### config.mk
export PLATFORM = sky130hd
export DESIGN_NAME = hls_chn_o_rsci_wait_ctrl_nch_flat
export DESIGN_NICKNAME = d
export VERILOG_FILES = /design/src/rtl/hls_chn_pkg.sv /design/src/rtl/hls_chn_o_rsci_wait_ctrl_nch_if.sv /design/src/rtl/hls_chn_o_skid_fifo.sv /design/src/rtl/hls_chn_o_rsci_wait_ctrl_nch.sv /design/src/flat_wrapper.sv
export SDC_FILE = /design/constraint.sdc
export NUM_CORES = 1
export LEC_CHECK = 0
export CORE_ASPECT_RATIO = 1.2
export CORE_UTILIZATION = 51
export CTS_CLUSTER_DIAMETER = 120
export CTS_CLUSTER_SIZE = 24
export DETAILED_ROUTE_END_ITERATION = 10
export PLACE_DENSITY = 0.81
export SYNTH_ARGS = -nofsm -noshare
export SYNTH_HDL_FRONTEND = slang
export SYNTH_HIERARCHICAL = 1
export SYNTH_SLANG_ARGS = --single-unit
### constraint.sdc
create_clock -name nvdla_core_clk -period 1.95 [get_ports nvdla_core_clk]
set_input_delay 0.39 -clock nvdla_core_clk [delete_from_list [all_inputs] [get_ports nvdla_core_clk]]
set_output_delay 0.39 -clock nvdla_core_clk [all_outputs]
set_load 0.01 [all_outputs]
### src/rtl/hls_chn_pkg.sv
// rtl/hls_chn_pkg.sv - shared parameters and helpers for the multi-channel output wait controller
package hls_chn_pkg;

  localparam int DEF_NUM_CHN = 2;
  localparam int DEF_DATA_W  = 32;
  localparam int DEF_DEPTH   = 2;
  localparam int DEF_CNT_W   = 16;

  function automatic int ptr_w(input int depth);
    return $clog2(depth);
  endfunction

  function automatic int cnt_depth_w(input int depth);
    return $clog2(depth + 1);
  endfunction

  function automatic bit depth_ok(input int depth);
    return (depth >= 2) && ((depth & (depth - 1)) == 0);
  endfunction

  function automatic bit num_chn_ok(input int num_chn);
    return (num_chn >= 1) && (num_chn <= 8);
  endfunction

endpackage

### src/rtl/hls_chn_o_rsci_wait_ctrl_nch_if.sv
// rtl/hls_chn_o_rsci_wait_ctrl_nch_if.sv - core-side and downstream handshake bundle
interface hls_chn_o_rsci_wait_ctrl_nch_if #(
  parameter int NUM_CHN = 2,
  parameter int DATA_W  = 32,
  parameter int CNT_W   = 16
);
  logic                       core_wen;
  logic                       core_wten;
  logic [NUM_CHN-1:0]         chn_o_rsci_oswt;
  logic [NUM_CHN-1:0]         chn_o_rsci_iswt0;
  logic [NUM_CHN-1:0]         chn_o_rsci_ld_core_psct;
  logic [NUM_CHN*DATA_W-1:0]  chn_o_core_data;
  logic [NUM_CHN-1:0]         chn_o_rsci_biwt;
  logic [NUM_CHN-1:0]         chn_o_rsci_bdwt;
  logic [NUM_CHN-1:0]         chn_o_rsci_ld_core_sct;
  logic                       core_stall_req;
  logic [NUM_CHN-1:0]         chn_o_vld;
  logic [NUM_CHN-1:0]         chn_o_rdy;
  logic [NUM_CHN*DATA_W-1:0]  chn_o_pd;
  logic                       stall_cnt_clr;
  logic [NUM_CHN*CNT_W-1:0]   stall_cnt;

  modport master (
    output core_wen, core_wten, chn_o_rsci_oswt, chn_o_rsci_iswt0, chn_o_rsci_ld_core_psct,
           chn_o_core_data, chn_o_rdy, stall_cnt_clr,
    input  chn_o_rsci_biwt, chn_o_rsci_bdwt, chn_o_rsci_ld_core_sct, core_stall_req,
           chn_o_vld, chn_o_pd, stall_cnt
  );

  modport slave (
    input  core_wen, core_wten, chn_o_rsci_oswt, chn_o_rsci_iswt0, chn_o_rsci_ld_core_psct,
           chn_o_core_data, chn_o_rdy, stall_cnt_clr,
    output chn_o_rsci_biwt, chn_o_rsci_bdwt, chn_o_rsci_ld_core_sct, core_stall_req,
           chn_o_vld, chn_o_pd, stall_cnt
  );
endinterface

### src/rtl/hls_chn_o_skid_fifo.sv
// rtl/hls_chn_o_skid_fifo.sv - per-channel skid FIFO, registered head, no full or empty bypass
module hls_chn_o_skid_fifo
  import hls_chn_pkg::*;
#(
  parameter int DATA_W = DEF_DATA_W,
  parameter int DEPTH  = DEF_DEPTH
) (
  input  logic              nvdla_core_clk,
  input  logic              nvdla_core_rstn,
  input  logic              push_i,
  input  logic [DATA_W-1:0] din_i,
  output logic              full_o,
  input  logic              pop_i,
  output logic [DATA_W-1:0] dout_o,
  output logic              vld_o
);
  localparam int PTR_W = ptr_w(DEPTH);
  localparam int CW    = cnt_depth_w(DEPTH);

  logic [DATA_W-1:0] mem_q [DEPTH];
  logic [PTR_W-1:0]  wr_ptr_q, wr_ptr_d, rd_ptr_q, rd_ptr_d;
  logic [CW-1:0]     count_q, count_d;
  logic              do_push, do_pop;

  assign full_o  = (count_q == CW'(DEPTH));
  assign vld_o   = (count_q != '0);
  assign dout_o  = mem_q[rd_ptr_q];
  assign do_push = push_i & ~full_o;
  assign do_pop  = pop_i & vld_o;

  // DEPTH is a power of two, so pointer overflow is the modulo wrap
  always_comb begin
    wr_ptr_d = wr_ptr_q;
    rd_ptr_d = rd_ptr_q;
    count_d  = count_q;
    if (do_push) wr_ptr_d = wr_ptr_q + PTR_W'(1);
    if (do_pop)  rd_ptr_d = rd_ptr_q + PTR_W'(1);
    if (do_push && !do_pop)      count_d = count_q + CW'(1);
    else if (!do_push && do_pop) count_d = count_q - CW'(1);
  end

  always_ff @(posedge nvdla_core_clk or negedge nvdla_core_rstn) begin
    if (!nvdla_core_rstn) begin
      for (int k = 0; k < DEPTH; k++) mem_q[k] <= '0;
      wr_ptr_q <= '0;
      rd_ptr_q <= '0;
      count_q  <= '0;
    end else begin
      if (do_push) mem_q[wr_ptr_q] <= din_i;
      wr_ptr_q <= wr_ptr_d;
      rd_ptr_q <= rd_ptr_d;
      count_q  <= count_d;
    end
  end
endmodule

### src/rtl/hls_chn_o_rsci_wait_ctrl_nch.sv
// rtl/hls_chn_o_rsci_wait_ctrl_nch.sv - multi-channel output wait control with skid FIFOs and stall counters
module hls_chn_o_rsci_wait_ctrl_nch
  import hls_chn_pkg::*;
#(
  parameter int NUM_CHN = DEF_NUM_CHN,
  parameter int DATA_W  = DEF_DATA_W,
  parameter int DEPTH   = DEF_DEPTH,
  parameter int CNT_W   = DEF_CNT_W
) (
  input logic                         nvdla_core_clk,
  input logic                         nvdla_core_rstn,
  hls_chn_o_rsci_wait_ctrl_nch_if.slave bus
);
  if (!num_chn_ok(NUM_CHN)) begin : g_bad_num_chn
    $error("NUM_CHN must be in 1..8");
  end
  if (!depth_ok(DEPTH)) begin : g_bad_depth
    $error("DEPTH must be a power of two and at least 2");
  end

  logic [NUM_CHN-1:0]        icwt_q, icwt_d;
  logic [NUM_CHN-1:0]        ogwt, full, biwt, stall;
  logic [NUM_CHN-1:0]        vld;
  logic [NUM_CHN*DATA_W-1:0] pd;
  logic [NUM_CHN*CNT_W-1:0]  cnt;

  // biwt sees only registered FIFO state, keeping rdy out of the core-side path
  assign ogwt   = (bus.chn_o_rsci_iswt0 & ~{NUM_CHN{bus.core_wten}}) | icwt_q;
  assign biwt   = ogwt & ~full;
  assign stall  = ogwt & full;
  assign icwt_d = ogwt & ~biwt;

  assign bus.chn_o_rsci_biwt        = biwt;
  assign bus.chn_o_rsci_bdwt        = bus.chn_o_rsci_oswt & {NUM_CHN{bus.core_wen}};
  assign bus.chn_o_rsci_ld_core_sct = bus.chn_o_rsci_ld_core_psct & biwt;
  assign bus.core_stall_req         = |stall;
  assign bus.chn_o_vld              = vld;
  assign bus.chn_o_pd               = pd;
  assign bus.stall_cnt              = cnt;

  always_ff @(posedge nvdla_core_clk or negedge nvdla_core_rstn) begin
    if (!nvdla_core_rstn) icwt_q <= '0;
    else                  icwt_q <= icwt_d;
  end

  for (genvar g = 0; g < NUM_CHN; g++) begin : g_chn
    logic [CNT_W-1:0] cnt_q, cnt_d;

    hls_chn_o_skid_fifo #(
      .DATA_W (DATA_W),
      .DEPTH  (DEPTH)
    ) u_fifo (
      .nvdla_core_clk  (nvdla_core_clk),
      .nvdla_core_rstn (nvdla_core_rstn),
      .push_i          (biwt[g]),
      .din_i           (bus.chn_o_core_data[g*DATA_W +: DATA_W]),
      .full_o          (full[g]),
      .pop_i           (bus.chn_o_rdy[g]),
      .dout_o          (pd[g*DATA_W +: DATA_W]),
      .vld_o           (vld[g])
    );

    // clear wins over increment; the count sticks at all-ones
    always_comb begin
      cnt_d = cnt_q;
      if (bus.stall_cnt_clr)                         cnt_d = '0;
      else if (stall[g] && (cnt_q != {CNT_W{1'b1}})) cnt_d = cnt_q + CNT_W'(1);
    end

    always_ff @(posedge nvdla_core_clk or negedge nvdla_core_rstn) begin
      if (!nvdla_core_rstn) cnt_q <= '0;
      else                  cnt_q <= cnt_d;
    end

    assign cnt[g*CNT_W +: CNT_W] = cnt_q;
  end
endmodule
### src/flat_wrapper.sv
// flat-port wrapper written by rule: the top's interface ports become plain ports
module hls_chn_o_rsci_wait_ctrl_nch_flat import hls_chn_pkg::*;
#(
  parameter int NUM_CHN = DEF_NUM_CHN,
  parameter int DATA_W  = DEF_DATA_W,
  parameter int DEPTH   = DEF_DEPTH,
  parameter int CNT_W   = DEF_CNT_W
)
  (nvdla_core_clk, nvdla_core_rstn, bus_core_wen, bus_core_wten, bus_chn_o_rsci_oswt, bus_chn_o_rsci_iswt0, bus_chn_o_rsci_ld_core_psct, bus_chn_o_core_data, bus_chn_o_rdy, bus_stall_cnt_clr, bus_chn_o_rsci_biwt, bus_chn_o_rsci_bdwt, bus_chn_o_rsci_ld_core_sct, bus_core_stall_req, bus_chn_o_vld, bus_chn_o_pd, bus_stall_cnt);
  hls_chn_o_rsci_wait_ctrl_nch_if #(.NUM_CHN(NUM_CHN), .DATA_W(DATA_W), .CNT_W(CNT_W)) bus_i ();
  input logic nvdla_core_clk;
  input logic nvdla_core_rstn;
  input wire logic [$bits(bus_i.core_wen)-1:0] bus_core_wen;
  input wire logic [$bits(bus_i.core_wten)-1:0] bus_core_wten;
  input wire logic [$bits(bus_i.chn_o_rsci_oswt)-1:0] bus_chn_o_rsci_oswt;
  input wire logic [$bits(bus_i.chn_o_rsci_iswt0)-1:0] bus_chn_o_rsci_iswt0;
  input wire logic [$bits(bus_i.chn_o_rsci_ld_core_psct)-1:0] bus_chn_o_rsci_ld_core_psct;
  input wire logic [$bits(bus_i.chn_o_core_data)-1:0] bus_chn_o_core_data;
  input wire logic [$bits(bus_i.chn_o_rdy)-1:0] bus_chn_o_rdy;
  input wire logic [$bits(bus_i.stall_cnt_clr)-1:0] bus_stall_cnt_clr;
  output wire logic [$bits(bus_i.chn_o_rsci_biwt)-1:0] bus_chn_o_rsci_biwt;
  output wire logic [$bits(bus_i.chn_o_rsci_bdwt)-1:0] bus_chn_o_rsci_bdwt;
  output wire logic [$bits(bus_i.chn_o_rsci_ld_core_sct)-1:0] bus_chn_o_rsci_ld_core_sct;
  output wire logic [$bits(bus_i.core_stall_req)-1:0] bus_core_stall_req;
  output wire logic [$bits(bus_i.chn_o_vld)-1:0] bus_chn_o_vld;
  output wire logic [$bits(bus_i.chn_o_pd)-1:0] bus_chn_o_pd;
  output wire logic [$bits(bus_i.stall_cnt)-1:0] bus_stall_cnt;
  assign bus_i.core_wen = bus_core_wen;
  assign bus_i.core_wten = bus_core_wten;
  assign bus_i.chn_o_rsci_oswt = bus_chn_o_rsci_oswt;
  assign bus_i.chn_o_rsci_iswt0 = bus_chn_o_rsci_iswt0;
  assign bus_i.chn_o_rsci_ld_core_psct = bus_chn_o_rsci_ld_core_psct;
  assign bus_i.chn_o_core_data = bus_chn_o_core_data;
  assign bus_i.chn_o_rdy = bus_chn_o_rdy;
  assign bus_i.stall_cnt_clr = bus_stall_cnt_clr;
  assign bus_chn_o_rsci_biwt = bus_i.chn_o_rsci_biwt;
  assign bus_chn_o_rsci_bdwt = bus_i.chn_o_rsci_bdwt;
  assign bus_chn_o_rsci_ld_core_sct = bus_i.chn_o_rsci_ld_core_sct;
  assign bus_core_stall_req = bus_i.core_stall_req;
  assign bus_chn_o_vld = bus_i.chn_o_vld;
  assign bus_chn_o_pd = bus_i.chn_o_pd;
  assign bus_stall_cnt = bus_i.stall_cnt;
  hls_chn_o_rsci_wait_ctrl_nch #(.NUM_CHN(NUM_CHN), .DATA_W(DATA_W), .DEPTH(DEPTH), .CNT_W(CNT_W)) u_core (.nvdla_core_clk(nvdla_core_clk), .nvdla_core_rstn(nvdla_core_rstn), .bus(bus_i));
endmodule
==> flow_summary.html, run 1 <==
<table>
<tr><th>Metric</th><th>Value</th></tr>
<tr><th colspan="2">Status</th></tr>
<tr><td>Run status</td><td>finished with violations</td></tr>
<tr><td>Failing checks</td><td>negative setup slack</td></tr>
<tr><th colspan="2">Clocking</th></tr>
<tr><td>CTS root buffer</td><td>sky130_fd_sc_hd__clkbuf_16</td></tr>
<tr><td>Clock latency on the worst-skew pair</td><td>0.42 ns</td></tr>
<tr><td>Clock buffers created by TritonCTS</td><td>17</td></tr>
<tr><td>Max Buffers Root-to-Sink</td><td>2</td></tr>
<tr><td>Clk pin slew, worst setup/hold paths</td><td>0.06 ns</td></tr>
<tr><td>Htree depth</td><td>4</td></tr>
<tr><td>Clock net sink count</td><td>170</td></tr>
<tr><td>CTS tree</td><td>yes</td></tr>
<tr><th colspan="2">Detailed routing</th></tr>
<tr><td>Number of antenna-violating nets in the routed design</td><td>0</td></tr>
<tr><td>Number of DRC violations after detailed-routing iteration 0</td><td>166</td></tr>
<tr><td>DR DRC count</td><td>0</td></tr>
<tr><td>Routed vias</td><td>5433</td></tr>
<tr><td>Initial DRT Pass Iterations</td><td>4</td></tr>
<tr><td>WL per Instance</td><td>18.9 um</td></tr>
<tr><td>Routed WL</td><td>19300 um</td></tr>
<tr><td>Ratio of routed vias to standard cells</td><td>5.33</td></tr>
<tr><th colspan="2">Logic synthesis</th></tr>
<tr><td>Fraction of the mapped netlist area in compound gates</td><td>0.0276</td></tr>
<tr><td>Distinct cell type count of the synthesized netlist</td><td>53</td></tr>
<tr><td>Syn Nets</td><td>656</td></tr>
<tr><td>Cell count after synthesis</td><td>575</td></tr>
<tr><td>Async SR Flop Fraction</td><td>1.00</td></tr>
<tr><td>Post-Synth Simple-Gate Area</td><td>0.0845</td></tr>
<tr><td>Post-synthesis sequential area ratio</td><td>0.537</td></tr>
<tr><td>Flip-flop and latch count after synthesis</td><td>170</td></tr>
<tr><td>Mux cell area share after synthesis</td><td>0.281</td></tr>
<tr><td>Syn_area_per_cell</td><td>13.8 um2</td></tr>
<tr><td>Number of warning messages in the yosys log</td><td>6</td></tr>
<tr><td>Area share of xor/xnor cells in the synthesized design</td><td>0.0321</td></tr>
<tr><td>Synth Area in Adders</td><td>0.00632</td></tr>
<tr><td>Synthesized area</td><td>7920 um2</td></tr>
<tr><td>Largest family of logic cells by synthesized area</td><td>multiplexers</td></tr>
<tr><td>Commonest register cell after synthesis</td><td>sky130_fd_sc_hd__dfrtp_1</td></tr>
<tr><td>Count of flip-flops with a built-in enable after synthesis</td><td>0</td></tr>
<tr><th colspan="2">Pwr</th></tr>
<tr><td>Leakage power figure</td><td>4.86 nW</td></tr>
<tr><td>VDD IR-drop max</td><td>0.924 mV</td></tr>
<tr><td>Overall power</td><td>17.8 mW</td></tr>
<tr><td>Power per unit of standard cell area</td><td>1600 nW/um2</td></tr>
<tr><th colspan="2">Placement</th></tr>
<tr><td>Routability congestion estimate</td><td>0.881</td></tr>
<tr><td>Placed instance count</td><td>967</td></tr>
<tr><td>IO Port Bufs</td><td>181</td></tr>
<tr><td>HPWL reported at the end of detailed placement</td><td>12600 um</td></tr>
<tr><td>Post-placement cell area</td><td>10200 um2</td></tr>
<tr><th colspan="2">Layout</th></tr>
<tr><td>Cell Count, Final, Fillers Out</td><td>1019</td></tr>
<tr><td>Most used cells in the layout excluding fill and tap cells</td><td>sky130_fd_sc_hd__dfrtp_1, sky130_fd_sc_hd__mux2_2, sky130_fd_sc_hd__clkdlybuf4s50_1, sky130_fd_sc_hd__buf_6, sky130_fd_sc_hd__buf_4</td></tr>
<tr><td>Post-Layout Inst Area</td><td>11100 um2</td></tr>
<tr><td>Area overhead of the layout relative to synthesis</td><td>40.0%</td></tr>
<tr><td>Net count of the finished layout</td><td>883</td></tr>
<tr><td>Fraction of layout instances using a drive strength above 1</td><td>0.455</td></tr>
<tr><td>Most common library cell in the layout ignoring fill and taps</td><td>sky130_fd_sc_hd__dfrtp_1</td></tr>
<tr><td>Diode insertion count for antenna repair</td><td>0</td></tr>
<tr><th colspan="2">STA</th></tr>
<tr><td>Highest achievable clock rate</td><td>491 MHz</td></tr>
<tr><td>Final-layout setup total negative slack</td><td>-0.539 ns</td></tr>
<tr><td>Worst Tran Pin Value</td><td>0.414 ns</td></tr>
<tr><td>Worst slew slack as a fraction of its limit</td><td>0.724</td></tr>
<tr><td>Share of the clock period used by the worst path after layout</td><td>1.04</td></tr>
<tr><td>Clock skew</td><td>0.00959 ns</td></tr>
<tr><td>Minimum clock period after layout</td><td>2.04 ns</td></tr>
<tr><td>RSZ-0062 raised after global routing</td><td>yes</td></tr>
<tr><td>Worst Slack Setup Final</td><td>-0.0856 ns</td></tr>
<tr><td>Final Slew Violations</td><td>0</td></tr>
<tr><td>Final setup fails</td><td>16</td></tr>
<tr><td>Final hold violation count</td><td>0</td></tr>
<tr><th colspan="2">Floorplan</th></tr>
<tr><td>Initial standard-cell utilization of the core</td><td>0.525</td></tr>
<tr><td>Floorplan Core Area</td><td>15100 um2</td></tr>
<tr><td>I/O pins</td><td>182</td></tr>
<tr><td>DIE WIDTH</td><td>116 um</td></tr>
<tr><td>Die Y</td><td>139 um</td></tr>
<tr><td>Area enclosed by the die boundary</td><td>16000 um2</td></tr>
<tr><td>Std-Cell Rows</td><td>49</td></tr>
<tr><th colspan="2">Setup path</th></tr>
<tr><td>Reg-to-Reg End</td><td>u_core/g_chn[1].cnt_q[5]</td></tr>
<tr><td>Cell depth of the worst flop-to-flop path</td><td>5</td></tr>
<tr><td>Critical path arrival</td><td>1.65 ns</td></tr>
<tr><td>Critical Path End</td><td>bus_chn_o_pd[57]</td></tr>
<tr><td>Start of the worst register-to-register path</td><td>u_core/g_chn[1].cnt_q[0]</td></tr>
<tr><td>Crit. End Element</td><td>output port</td></tr>
<tr><td>Beginning of the critical path</td><td>u_core/g_chn[1].u_fifo/rd_ptr_q</td></tr>
<tr><td>WS Path Type</td><td>reg2out</td></tr>
<tr><td>Required time of the critical path</td><td>1.56 ns</td></tr>
<tr><td>Type of origin of the critical path</td><td>flip-flop</td></tr>
<tr><td>Worst-case register-to-register setup slack</td><td>0.11 ns</td></tr>
<tr><td>Biggest fanout along the worst timing path</td><td>8</td></tr>
<tr><th colspan="2">Min path</th></tr>
<tr><td>Path category of the worst min-delay check</td><td>in2async</td></tr>
<tr><th colspan="2">Global route</th></tr>
<tr><td>Via count of the first global-routing pass</td><td>6018</td></tr>
<tr><td>First-pass GRT wire length</td><td>30500 um</td></tr>
<tr><td>Largest net degree at the start of global routing</td><td>41</td></tr>
<tr><td>Total congestion overflow</td><td>0</td></tr>
<tr><td>Initial antenna violation count</td><td>0</td></tr>
<tr><td>All-layer global routing usage</td><td>0.248</td></tr>
<tr><th colspan="2">Flow run</th></tr>
<tr><td>Max_cap viols</td><td>0</td></tr>
</table>
-- cell usage after synthesis, drive strengths merged (5+ instances only) --
library cell | number | area share
inv | 7 | 0.0033
nor3b | 5 | 0.0076
and4 | 5 | 0.0066
nand3 | 10 | 0.0063
buf | 20 | 0.024
nor2 | 36 | 0.017
xor2 | 11 | 0.012
dfrtp | 170 | 0.54
a211oi | 5 | 0.0047
and2 | 8 | 0.0065
nand2 | 9 | 0.0043
xnor2 | 18 | 0.020
mux2 | 195 | 0.28
a21oi | 5 | 0.0046
clkbuf | 8 | 0.0041
and3 | 12 | 0.0096
nand4 | 5 | 0.0047
o21ai | 5 | 0.0036
-- timing repair --
action,in CTS,in global routing
pin swaps,3,0
hold buffers,1,0
setup endpoints to repair,71,72
cloned,5,0
setup buffers,14,5
hold endpoints to repair,34,0
gates resized for setup,314,53
-- cell type report --
type                    count  area [um2]
multi-input cells         370        3520
clock inverters            15         220
flip-flops and latches    170        4260
inverters                   7        26.3
well taps                 204         255
repair buffers            236        2380
fillers                  1004        3990
clock buffers              17         425
-- kinds of logic (layout without fill, tap and decap cells) --
family / after synthesis / count (layout)
flip-flops: 170 / 170
XOR/XNOR: 29 / 29
multiplexers: 198 / 198
AND/OR/NAND/NOR: 113 / 113
buffers and inverters: 35 / 275
AO/OA/AOI/OAI: 26 / 26
adder cells (fa/ha/maj): 4 / 4
-- worst max-delay path, stage by stage (launching register included) --
cell and delay (ns):
sky130_fd_sc_hd__dfrtp_2 0.41, sky130_fd_sc_hd__buf_6 0.14, sky130_fd_sc_hd__buf_16 0.14, sky130_fd_sc_hd__buf_4 0.13, sky130_fd_sc_hd__mux2_2 0.28, sky130_fd_sc_hd__buf_6 0.12
-- worst min path at each step --
stage,endpoint,slack [ns],cells past startpoint
4_1_cts,u_core/g_chn[1].u_fifo/mem_q[17],0.45,2
3_3_place_gp,u_core/g_chn[0].u_fifo/mem_q[52],0.33,1
6_report,u_core/g_chn[1].u_fifo/mem_q[17],0.45,2
2_1_floorplan,u_core/g_chn[0].cnt_q[0],0.09,0
3_5_place_dp,u_core/g_chn[1].u_fifo/mem_q[17],0.33,1
5_1_grt,u_core/g_chn[1].u_fifo/mem_q[17],0.48,2
-- where the power goes --
| group | switching [mW] | total, mW | internal, mW |
|---|---|---|---|
| clock | 1.41 | 3.68 | 2.28 |
| combinational | 3.20 | 8.26 | 5.06 |
| sequential | 0.829 | 5.85 | 5.02 |
| total | 5.44 | 17.8 | 12.3 |
-- per-stage QoR --
stage / hold slack, ns / utilization / setup WS (ns)
global route: 0.480 / 0.735 / -0.127
floorplan: 0.0944 / - / 0.00194
global placement: 0.326 / 0.674 / -0.406
detailed placement: 0.327 / 0.674 / -0.424
finish: 0.453 / 0.735 / -0.0856
CTS: 0.453 / 0.722 / -0.120
-- metal layers --
metal,track usage,share of wire,up-vias
met5,0,0,-
met1,0.291,0.39,2763
met2,0.440,0.54,140
met4,0.0884,0.018,0
li1,-,-,2504
met3,0.0542,0.048,26
-- sequential cells by signal, indices dropped and copies added (netlist names) --
| register | cells |
|---|---|
| u_core/g_chn.cnt_q | 32 |
| u_core/g_chn.u_fifo/count_q | 4 |
| u_core/g_chn.u_fifo/mem_q | 128 |
| u_core/g_chn.u_fifo/rd_ptr_q | 2 |
| u_core/g_chn.u_fifo/wr_ptr_q | 2 |
| u_core/icwt_q | 2 |
Note: power is estimated with default switching activity, not from simulation.
==> run 2: changes to the inputs <==
SKIP_CTS_REPAIR_TIMING = 1   (was default)
==> flow_summary.html, run 2 (synthesis results as in run 1) <==
<table>
<tr><th>Metric</th><th>Value</th></tr>
<tr><th colspan="2">Setup path</th></tr>
<tr><td>CP max-delay cell</td><td>sky130_fd_sc_hd__dfrtp_2</td></tr>
<tr><td>Required time of the critical path</td><td>1.56 ns (about the same)</td></tr>
<tr><td>Critical path arrival</td><td>1.70 ns (+0.05 ns)</td></tr>
<tr><td>Longest individual stage delay on the worst path</td><td>0.45 ns (+0.04 ns)</td></tr>
<tr><td>Crit. End Element</td><td>output port</td></tr>
<tr><td>CP most frequent cell</td><td>sky130_fd_sc_hd__buf_4</td></tr>
<tr><td>Cell depth of the worst flop-to-flop path</td><td>5 (unchanged)</td></tr>
<tr><td>Biggest fanout along the worst timing path</td><td>6 (-2)</td></tr>
<tr><td>Type of origin of the critical path</td><td>flip-flop</td></tr>
<tr><td>WS Path Type</td><td>reg2out</td></tr>
<tr><td>Critical Path, Cell by Cell</td><td>clkbuf_16, buf_4, buf_4, mux2_2, clkbuf_2</td></tr>
<tr><th colspan="2">STA</th></tr>
<tr><td>Min Hold Slack</td><td>0.452 ns (-0.00120 ns)</td></tr>
<tr><td>Clock skew</td><td>0.00970 ns (+0.000111 ns)</td></tr>
<tr><td>Share of the clock period used by the worst path after layout</td><td>1.07 (+0.0292)</td></tr>
<tr><td>Worst Tran Pin Value</td><td>0.416 ns (+0.00133 ns)</td></tr>
<tr><td>Worst Slack Setup Final</td><td>-0.143 ns (-0.0569 ns)</td></tr>
<tr><td>Final Slew Violations</td><td>0 (unchanged)</td></tr>
<tr><td>Highest achievable clock rate</td><td>478 MHz (-2.7%)</td></tr>
<tr><td>Final-layout setup total negative slack</td><td>-1.61 ns (-1.07 ns)</td></tr>
<tr><td>Minimum clock period after layout</td><td>2.09 ns (+0.0569 ns)</td></tr>
<tr><td>RSZ-0062 raised after global routing</td><td>yes</td></tr>
<tr><td>Final setup fails</td><td>30 (+14)</td></tr>
<tr><td>Final hold violation count</td><td>0 (unchanged)</td></tr>
<tr><td>Worst slew slack as a fraction of its limit</td><td>0.723 (-0.000889)</td></tr>
<tr><th colspan="2">Layout</th></tr>
<tr><td>Most used cells in the layout excluding fill and tap cells</td><td>sky130_fd_sc_hd__mux2_2, sky130_fd_sc_hd__dfrtp_1, sky130_fd_sc_hd__clkdlybuf4s50_1, sky130_fd_sc_hd__buf_4, sky130_fd_sc_hd__clkbuf_2</td></tr>
<tr><td>Largest registers ranked by flip-flop count</td><td>u_core/g_chn.u_fifo/mem_q (128), u_core/g_chn.cnt_q (32), u_core/g_chn.u_fifo/count_q (4)</td></tr>
<tr><td>Net count of the finished layout</td><td>897 (+1.6%)</td></tr>
<tr><td>Diode insertion count for antenna repair</td><td>0 (unchanged)</td></tr>
<tr><td>Most common library cell in the layout ignoring fill and taps</td><td>sky130_fd_sc_hd__mux2_2</td></tr>
<tr><td>Fraction of layout instances using a drive strength above 1</td><td>0.445 (-0.0101)</td></tr>
<tr><td>Max reg flops</td><td>128 (unchanged)</td></tr>
<tr><td>Cell Count, Final, Fillers Out</td><td>1033 (+1.4%)</td></tr>
<tr><td>Register with the most flip-flops</td><td>u_core/g_chn.u_fifo/mem_q</td></tr>
<tr><td>Area overhead of the layout relative to synthesis</td><td>37.9%</td></tr>
<tr><td>Post-Layout Inst Area</td><td>10900 um2 (-1.5%)</td></tr>
<tr><td>Core occupancy in the finished layout</td><td>0.725 (-0.0107)</td></tr>
<tr><th colspan="2">Pwr</th></tr>
<tr><td>Overall power</td><td>16.8 mW (-5.7%)</td></tr>
<tr><td>Leakage power figure</td><td>4.95 nW (+1.8%)</td></tr>
<tr><td>VDD IR-drop max</td><td>0.870 mV (-5.8%)</td></tr>
<tr><td>Power per unit of standard cell area</td><td>1530 nW/um2 (-4.3%)</td></tr>
<tr><th colspan="2">Floorplan</th></tr>
<tr><td>DIE WIDTH</td><td>116 um (unchanged)</td></tr>
<tr><td>Std-Cell Rows</td><td>49 (unchanged)</td></tr>
<tr><td>Die Y</td><td>139 um (unchanged)</td></tr>
<tr><td>Floorplan Core Area</td><td>15100 um2 (unchanged)</td></tr>
<tr><td>Initial standard-cell utilization of the core</td><td>0.525 (unchanged)</td></tr>
<tr><td>I/O pins</td><td>182 (unchanged)</td></tr>
<tr><td>Area enclosed by the die boundary</td><td>16000 um2 (unchanged)</td></tr>
<tr><th colspan="2">Status</th></tr>
<tr><td>Run status</td><td>finished with violations</td></tr>
<tr><td>Failing checks</td><td>negative setup slack</td></tr>
<tr><th colspan="2">Min path</th></tr>
<tr><td>Path category of the worst min-delay check</td><td>in2async</td></tr>
<tr><th colspan="2">Clocking</th></tr>
<tr><td>Clk pin slew, worst setup/hold paths</td><td>0.06 ns (about the same)</td></tr>
<tr><td>CTS tree</td><td>yes</td></tr>
<tr><td>Clock net sink count</td><td>170 (unchanged)</td></tr>
<tr><td>Max Buffers Root-to-Sink</td><td>2 (unchanged)</td></tr>
<tr><td>Htree depth</td><td>4 (unchanged)</td></tr>
<tr><td>CTS root buffer</td><td>sky130_fd_sc_hd__clkbuf_16</td></tr>
<tr><td>Clock latency on the worst-skew pair</td><td>0.42 ns (about the same)</td></tr>
<tr><td>Clock buffers created by TritonCTS</td><td>17 (unchanged)</td></tr>
<tr><th colspan="2">Flow run</th></tr>
<tr><td>Max_cap viols</td><td>0 (unchanged)</td></tr>
<tr><th colspan="2">Placement</th></tr>
<tr><td>Routability congestion estimate</td><td>0.881 (unchanged)</td></tr>
<tr><td>Dpl ws</td><td>-0.424 ns (unchanged)</td></tr>
<tr><td>IO Port Bufs</td><td>181 (unchanged)</td></tr>
<tr><td>HPWL reported at the end of detailed placement</td><td>12600 um (unchanged)</td></tr>
<tr><td>Post-placement cell area</td><td>10200 um2 (unchanged)</td></tr>
<tr><td>Placed instance count</td><td>967 (unchanged)</td></tr>
<tr><th colspan="2">Global route</th></tr>
<tr><td>Largest net degree at the start of global routing</td><td>41 (unchanged)</td></tr>
<tr><td>Total congestion overflow</td><td>0 (unchanged)</td></tr>
<tr><td>First-pass GRT wire length</td><td>29100 um (-4.8%)</td></tr>
<tr><td>All-layer global routing usage</td><td>0.233 (-0.0146)</td></tr>
<tr><td>Initial antenna violation count</td><td>0 (unchanged)</td></tr>
<tr><td>Via count of the first global-routing pass</td><td>5834 (-3.1%)</td></tr>
<tr><th colspan="2">Detailed routing</th></tr>
<tr><td>Routed vias</td><td>5441 (+0.15%)</td></tr>
<tr><td>DR DRC count</td><td>0 (unchanged)</td></tr>
<tr><td>Initial DRT Pass Iterations</td><td>5 (+1)</td></tr>
<tr><td>Ratio of routed vias to standard cells</td><td>5.27 (-1.2%)</td></tr>
<tr><td>WL per Instance</td><td>18.0 um (-4.9%)</td></tr>
<tr><td>Routed WL</td><td>18600 um (-3.6%)</td></tr>
<tr><td>Number of antenna-violating nets in the routed design</td><td>0 (unchanged)</td></tr>
<tr><td>Number of DRC violations after detailed-routing iteration 0</td><td>157 (-5.4%)</td></tr>
</table>
[run 2: changes by cell type in the layout (fill, tap and decap cells not counted), sizes merged]
cell | previous run | this run
buf | 122 | 71
clkbuf | 18 | 66
dlymetal6s2s | 0 | 21
clkdlybuf4s15 | 2 | 0
dlygate4sd2 | 2 | 0
[run 2: layer usage]
| layer | track usage | wire length [um] | share of wire |
|---|---|---|---|
| met5 | 0 | 0 | 0 |
| met4 | 0.0729 | 260 | 0.014 |
| met3 | 0.0485 | 797 | 0.043 |
| met2 | 0.419 | 9970 | 0.54 |
| met1 | 0.275 | 7560 | 0.41 |
[run 2: final timing paths]
kind | from | end | slack, ns
setup / recovery | u_core/g_chn[1].u_fifo/rd_ptr_q | bus_chn_o_pd[35] | -0.14
hold / removal | nvdla_core_rstn | u_core/g_chn[1].u_fifo/mem_q[17] | 0.45
setup reg to reg | u_core/g_chn[1].cnt_q[0] | u_core/g_chn[1].cnt_q[5] | 0.10
hold reg to reg | u_core/g_chn[0].u_fifo/mem_q[35] | u_core/g_chn[0].u_fifo/mem_q[35] | 0.49
max in group asynchronous | nvdla_core_rstn | u_core/g_chn[0].u_fifo/mem_q[24] | 0.86
min in group nvdla_core_clk | u_core/g_chn[0].u_fifo/mem_q[35] | u_core/g_chn[0].u_fifo/mem_q[35] | 0.49
[run 2: area by class of cell]
class | instances | area (um2)
tap | 204 | 255
timing repair buffer | 250 | 2280
sequential | 170 | 4260
inverter | 7 | 26.3
clock buffer | 17 | 425
fill | 1040 | 4150
clock inverter | 15 | 220
multi-input combinational | 370 | 3460
[run 2: report_power, final]
group | leakage [nW] | internal, mW | switching (mW)
registers | 2.09 | 5.02 | 0.811
logic | 2.55 | 4.32 | 2.95
clock network | 0.313 | 2.28 | 1.40
total | 4.95 | 11.6 | 5.16
[run 2: worst max-delay path: cells and delay by family (launching register included)]
family	cells	cell delay, ns
flip-flops	1	0.45
multiplexers	1	0.26
buffers and inverters	4	0.57
